File: src/rtl/i2s_pkg.sv
// Shared I2S definitions for the transmit and receive sides.
// Holds the frame geometry, the WS polarity and the parameter legality checks.
package i2s_pkg;

  typedef enum logic {
    WS_LEFT  = 1'b0,
    WS_RIGHT = 1'b1
  } ws_e;

  function automatic int frame_len(input int slot_bits);
    return 2 * slot_bits;
  endfunction

  function automatic bit div_legal(input int div);
    return (div >= 2) && ((div & (div - 1)) == 0);
  endfunction

  function automatic bit slot_legal(input int slot_bits, input int data_bits);
    return slot_bits >= data_bits;
  endfunction

endpackage

File: src/rtl/i2s_tx_if.sv
// Parallel sample bus between the audio path and the I2S transmitter.
interface i2s_tx_if #(
  parameter int I2S_DATA_BITS = 16
);
  logic signed [I2S_DATA_BITS-1:0] apdata_left;
  logic signed [I2S_DATA_BITS-1:0] apdata_right;
  logic                            apdata_valid;
  logic                            sample_req;
  logic                            underrun;
  logic                            overrun;

  modport master (
    output apdata_left, apdata_right, apdata_valid,
    input  sample_req, underrun, overrun
  );

  modport slave (
    input  apdata_left, apdata_right, apdata_valid,
    output sample_req, underrun, overrun
  );
endinterface

File: src/rtl/i2s_tx_clkgen.sv
// Bit clock and frame timing for the I2S transmitter.
// fall/load flag the AMCLK cycle whose edge drops BCK / loads a new frame.
module i2s_tx_clkgen
  import i2s_pkg::*;
#(
  parameter int MCLK_DIVIDER = 4,
  parameter int SLOT_BITS    = 32
) (
  input  logic AMCLK_i,
  input  logic reset_n,
  output logic bck,
  output logic fall,
  output logic load,
  output logic ws_next
);

  localparam int FRAME_BITS = frame_len(SLOT_BITS);
  localparam int CW         = $clog2(MCLK_DIVIDER);
  localparam int BW         = $clog2(FRAME_BITS);

  logic [CW-1:0] bck_ctr;
  logic [BW-1:0] bit_ctr;
  logic [BW-1:0] bit_next;

  // WS is derived from the value bit_ctr takes on this fall
  always_comb begin
    fall     = (bck_ctr == CW'(MCLK_DIVIDER - 1));
    bit_next = (bit_ctr == BW'(FRAME_BITS - 1)) ? '0 : bit_ctr + BW'(1);
    load     = fall && (bit_ctr == '0);
    ws_next  = (bit_next >= BW'(SLOT_BITS)) ? WS_RIGHT : WS_LEFT;
  end

  always_ff @(posedge AMCLK_i or negedge reset_n) begin
    if (!reset_n) begin
      bck_ctr <= '0;
      bit_ctr <= '0;
      bck     <= 1'b0;
    end else begin
      bck_ctr <= fall ? '0 : bck_ctr + CW'(1);
      if (fall) begin
        bit_ctr <= bit_next;
      end
      if (fall) begin
        bck <= 1'b0;
      end else if (bck_ctr == CW'(MCLK_DIVIDER / 2 - 1)) begin
        bck <= 1'b1;
      end
    end
  end

endmodule

File: src/rtl/i2s_tx.sv
// Philips I2S transmitter: one-deep pending buffer, frame shifter and status pulses.
// BCK and WS are generated locally from AMCLK_i.
module i2s_tx
  import i2s_pkg::*;
#(
  parameter int I2S_DATA_BITS = 16,
  parameter int MCLK_DIVIDER  = 4,
  parameter int SLOT_BITS     = 32
) (
  input  logic     AMCLK_i,
  input  logic     reset_n,
  i2s_tx_if.slave  ap,
  output logic     I2S_BCK_o,
  output logic     I2S_WS_o,
  output logic     I2S_DATA_o
);

  localparam int FRAME_BITS = frame_len(SLOT_BITS);

  if (!div_legal(MCLK_DIVIDER)) begin : g_bad_divider
    $error("i2s_tx: MCLK_DIVIDER must be a power of 2 and at least 2");
  end
  if (!slot_legal(SLOT_BITS, I2S_DATA_BITS)) begin : g_bad_slot
    $error("i2s_tx: SLOT_BITS must be at least I2S_DATA_BITS");
  end

  logic                            fall;
  logic                            load;
  logic                            ws_next;
  logic                            pend_full;
  logic signed [I2S_DATA_BITS-1:0] pend_l, pend_r;
  logic signed [I2S_DATA_BITS-1:0] last_l, last_r;
  logic signed [I2S_DATA_BITS-1:0] src_l, src_r;
  logic [FRAME_BITS-1:0]           frame;
  logic [FRAME_BITS-1:0]           frame_next;

  i2s_tx_clkgen #(
    .MCLK_DIVIDER(MCLK_DIVIDER),
    .SLOT_BITS   (SLOT_BITS)
  ) u_clkgen (
    .AMCLK_i(AMCLK_i),
    .reset_n(reset_n),
    .bck    (I2S_BCK_o),
    .fall   (fall),
    .load   (load),
    .ws_next(ws_next)
  );

  // Pending entry wins; otherwise a same-cycle strobe bypasses; otherwise hold
  always_comb begin
    src_l = last_l;
    src_r = last_r;
    if (pend_full) begin
      src_l = pend_l;
      src_r = pend_r;
    end else if (ap.apdata_valid) begin
      src_l = ap.apdata_left;
      src_r = ap.apdata_right;
    end
    frame_next = '0;
    frame_next[FRAME_BITS-1 -: I2S_DATA_BITS] = src_l;
    frame_next[SLOT_BITS-1  -: I2S_DATA_BITS] = src_r;
  end

  always_ff @(posedge AMCLK_i or negedge reset_n) begin
    if (!reset_n) begin
      pend_full     <= 1'b0;
      pend_l        <= '0;
      pend_r        <= '0;
      last_l        <= '0;
      last_r        <= '0;
      frame         <= '0;
      I2S_WS_o      <= WS_LEFT;
      I2S_DATA_o    <= 1'b0;
      ap.sample_req <= 1'b0;
      ap.underrun   <= 1'b0;
      ap.overrun    <= 1'b0;
    end else begin
      ap.sample_req <= load;
      ap.underrun   <= load && !pend_full && !ap.apdata_valid;
      ap.overrun    <= ap.apdata_valid && pend_full && !load;

      if (ap.apdata_valid && !(load && !pend_full)) begin
        pend_l    <= ap.apdata_left;
        pend_r    <= ap.apdata_right;
        pend_full <= 1'b1;
      end else if (load) begin
        pend_full <= 1'b0;
      end

      if (load) begin
        last_l <= src_l;
        last_r <= src_r;
      end

      // The load fall already presents the new left MSB
      if (fall) begin
        I2S_WS_o <= ws_next;
        if (load) begin
          frame      <= frame_next;
          I2S_DATA_o <= frame_next[FRAME_BITS-1];
        end else begin
          frame      <= frame << 1;
          I2S_DATA_o <= frame[FRAME_BITS-2];
        end
      end
    end
  end

endmodule

File: src/flat_wrapper.sv
// flat-port wrapper written by rule: the top's interface ports become plain ports
module i2s_tx_flat import i2s_pkg::*;
#(
  parameter int I2S_DATA_BITS = 16,
  parameter int MCLK_DIVIDER  = 4,
  parameter int SLOT_BITS     = 32
)
  (AMCLK_i, reset_n, I2S_BCK_o, I2S_WS_o, I2S_DATA_o, ap_apdata_left, ap_apdata_right, ap_apdata_valid, ap_sample_req, ap_underrun, ap_overrun);
  i2s_tx_if #(.I2S_DATA_BITS(I2S_DATA_BITS)) ap_i ();
  input  logic AMCLK_i;
  input  logic reset_n;
  output logic I2S_BCK_o;
  output logic I2S_WS_o;
  output logic I2S_DATA_o;
  input wire logic [$bits(ap_i.apdata_left)-1:0] ap_apdata_left;
  input wire logic [$bits(ap_i.apdata_right)-1:0] ap_apdata_right;
  input wire logic [$bits(ap_i.apdata_valid)-1:0] ap_apdata_valid;
  output wire logic [$bits(ap_i.sample_req)-1:0] ap_sample_req;
  output wire logic [$bits(ap_i.underrun)-1:0] ap_underrun;
  output wire logic [$bits(ap_i.overrun)-1:0] ap_overrun;
  assign ap_i.apdata_left = ap_apdata_left;
  assign ap_i.apdata_right = ap_apdata_right;
  assign ap_i.apdata_valid = ap_apdata_valid;
  assign ap_sample_req = ap_i.sample_req;
  assign ap_underrun = ap_i.underrun;
  assign ap_overrun = ap_i.overrun;
  i2s_tx #(.I2S_DATA_BITS(I2S_DATA_BITS), .MCLK_DIVIDER(MCLK_DIVIDER), .SLOT_BITS(SLOT_BITS)) u_core (.AMCLK_i(AMCLK_i), .reset_n(reset_n), .ap(ap_i), .I2S_BCK_o(I2S_BCK_o), .I2S_WS_o(I2S_WS_o), .I2S_DATA_o(I2S_DATA_o));
endmodule
File: config.mk
export PLATFORM = sky130hd
export DESIGN_NAME = i2s_tx_flat
export DESIGN_NICKNAME = d
export VERILOG_FILES = /design/src/rtl/i2s_pkg.sv /design/src/rtl/i2s_tx_if.sv /design/src/rtl/i2s_tx_clkgen.sv /design/src/rtl/i2s_tx.sv /design/src/flat_wrapper.sv
export SDC_FILE = /design/constraint.sdc
export NUM_CORES = 1
export LEC_CHECK = 0
export ABC_AREA = 1
export CORE_MARGIN = 10
export CORE_UTILIZATION = 35
export CTS_CLUSTER_SIZE = 10
export DETAILED_ROUTE_END_ITERATION = 6
export PLACE_DENSITY = 0.59
export SYNTH_ARGS = -nofsm -noshare
export SYNTH_HDL_FRONTEND = slang
export SYNTH_SLANG_ARGS = --single-unit
File: constraint.sdc
create_clock -name AMCLK_i -period 4.2 [get_ports AMCLK_i]
set_clock_uncertainty 0.15 [all_clocks]
set_input_delay 0.42 -clock AMCLK_i [delete_from_list [all_inputs] [get_ports AMCLK_i]]
set_output_delay 0.42 -clock AMCLK_i [all_outputs]
set_load 0.01 [all_outputs]
==> metrics.csv <==
metric;value;unit
WP data required;4330;ps
outcome;finished clean;
largest net degree at the start of global routing;74;
Net count, final;845;
gr usage total;0.128;
number of port buffers;40;
CTS Buf Count;17;
DR pass1 iterations;4;
number of enable flip-flop cells after synthesis;0;
vias per cell;4.62;
Area growth syn-to-layout;18.5;%
I/O pin total;41;
Final Hold Fails;0;
DRT iter0 DRCs;274;
Max Clk Rate;379;MHz
sequential area share after synthesis;0.519;
die area;23000;um2
Synth Flop Type;dfrtp_1;
worst-path maximum fanout;34;
clk sink count;126;
post-cts resize count;0;
Yosys warnings;0;
RSZ-0062 raised after global routing;false;
relative slew slack;0.243;
post-synthesis instance area;6080;um2
Die X;152;um
reg-to-reg slack, setup;1560;ps
first-pass GRT wire length;23800;um
Worst Hold Class;primary input to asynchronous set/reset pin;
drt total wl;13500;um
most frequent cell after synthesis;nand2_1;
Hold WS;19.4;ps
setup tns final;0;ps
CP endpoint kind;flop;
H-tree depth;4;
reg-to-reg startpoint;u_core.u_clkgen.bit_ctr[1];
routed vias;4825;
CTS tree;yes;
Fillers;1765;
worst skew pair latency;410;ps
Rows;48;
crit share post-route;0.628;
async set-or-reset flop fraction in the synthesized netlist;1.00;
Pwr Density;403;nW/um2
min Tclk post-route;2640;ps
drt wl/cell;12.9;um
dpl hpwl;7970;um
Netlist cell types;21;
Leak;0.00387;uW
Synth Instances;783;
Antenna Nets Post-Route;0;
Initial Util;0.354;
ANT cells;0;
crit path DAT;2770;ps
post-synth top area share;0.519;
Register-to-Register Path Depth;9;
final setup fails;0;
Worst IR Drop VDD;0.266;mV
Reg2Reg Capture Point;u_core.pend_full;
placed inst area;6640;um2
initial antenna violation count;0;
Die Height;152;um
clock buffer depth;2;
# DRC;0;
Seq cells post-synth;126;
hold bufs inserted after CTS;0;
post-synth top area cell;dfrtp_1;
Final Util;0.419;
root buffer cell;clkbuf_16;
core footprint;17200;um2
CP Launch Type;flop;
Mapped Nets;822;
Slew Viols, Final;0;
Tightest Pin Transition;1130;ps
CP peak stage delay;680;ps
Commonest cells post-synth;262 x nand2_1, 126 x dfrtp_1, 89 x inv_1;
ranking of synthesized cells by area;dfrtp_1 52%, nand2_1 16%, nand3_1 5.7%, inv_1 5.5%, or2_2 4.8%;
critical-path cell list;inv_1 -> ha_1 -> inv_1 -> nor2_1 -> nand4_2 -> buf_4 -> nand2_1 -> buf_4 -> o21ai_0;
average size of a mapped cell;7.76;um2
RePlAce Congestion;0.725;
MaxCap Viol Count;0;
Worst path top cell family by delay;simple AND/OR/NAND/NOR gates;
# Post-CTS Setup Buffers;0;
Slowest-stage cell, CP;nand2_1;
clk slew on worst S/H paths;50;ps
share of layout cells above drive strength 1;0.117;
total grt overflow;0;
design area;7200;um2
Setup CP Type;flop to flop;
vias in the first global route;4788;
worst path buffer plus inverter count;4;
-- cell usage in the layout, fill, tap and decap left out --
| cell | count |
|---|---|
| a21oi_1 | 31 |
| buf_12 | 1 |
| buf_2 | 1 |
| buf_4 | 11 |
| clkbuf_1 | 3 |
| clkbuf_16 | 17 |
| clkbuf_8 | 7 |
| clkdlybuf4s50_1 | 38 |
| clkinv_2 | 4 |
| clkinvlp_4 | 1 |
| dfrtp_1 | 126 |
| ha_1 | 3 |
| ha_2 | 1 |
| inv_1 | 89 |
| inv_2 | 3 |
| nand2_1 | 262 |
| nand3_1 | 69 |
| nand4_1 | 1 |
| nand4_2 | 1 |
| nor2_1 | 42 |
| nor2_2 | 1 |
| nor2_4 | 1 |
| nor3_1 | 1 |
| o211ai_1 | 17 |
| o21ai_0 | 38 |
| or2_2 | 47 |
| xnor2_1 | 2 |
| xor2_1 | 1 |
-- registers in the layout (all words and copies together), names as in the netlist --
name / flops
u_core.last_l: 16
u_core.frame: 47
u_core.pend_l: 16
u_core.u_clkgen.bck_ctr: 2
u_core.u_clkgen.bck: 1
u_core.I2S_WS_o: 1
u_core.pend_r: 16
u_core.pend_full: 1
u_core.u_clkgen.bit_ctr: 6
u_core.ap.sample_req: 1
u_core.last_r: 16
u_core.ap.overrun: 1
u_core.I2S_DATA_o: 1
u_core.ap.underrun: 1
-- worst register-to-register path, delay by kind of cell, from the launching register on --
kind            cells  cell delay, ps
buf+inv             4             760
fa+ha+maj           1             140
simple gates        3             950
compound gates      1             110
flops               1             400
-- logic make-up (layout without fill, tap and decap cells) --
family                     Yosys count  in the layout  share of synthesized area
AOI/OAI and AO/OA                   86             86                     0.0778
buffers and inverters              139            175                     0.0916
adders and majority gates            4              4                    0.00824
xor gates and xnor gates             3              3                    0.00433
and+or+nand+nor                    425            425                      0.299
DFF                                126            126                      0.519
-- report_power, final --
part	switching, uW	internal [uW]	total [uW]
logic	123	93.4	216
registers	28.3	1280	1310
clock network	514	860	1370
-- metrics by stage --
step	worst slack, ps	total power, uW	std cells
global placement	1540	1550	1012
finish	1560	2900	1044
floorplan	2530	1460	783
detailed placement	1530	1550	1012
CTS	1510	2940	1044
global route	1250	3040	1044
-- cell type report --
class,count,area (um2),area share
sequential,126,3150,0.438
clock buffer,27,533,0.0740
timing repair buffer,51,488,0.0678
inverter,92,345,0.0479
multi-input combinational,518,2370,0.330
clock inverter,5,27.5,0.00382
tap,225,282,0.0391
-- per-layer routing --
layer	wire length, um	global-route usage
met1	6600	0.167
met2	6150	0.203
met3	522	0.0297
met4	231	0.0477
met5	0	0
-- worst max-delay path by stage --
stage | start | endpoint | depth (start not counted)
finish | u_core.u_clkgen.bit_ctr[1] | u_core.pend_full | 9
global placement | u_core.u_clkgen.bck_ctr[0] | u_core.pend_r[3] | 9
CTS | u_core.u_clkgen.bit_ctr[0] | u_core.pend_r[1] | 10
detailed placement | u_core.u_clkgen.bit_ctr[0] | u_core.pend_r[1] | 10
floorplan | u_core.u_clkgen.bit_ctr[0] | u_core.pend_full | 8
global route | u_core.u_clkgen.bit_ctr[0] | u_core.frame[56] | 8
Power figures use the tool's default switching activity.
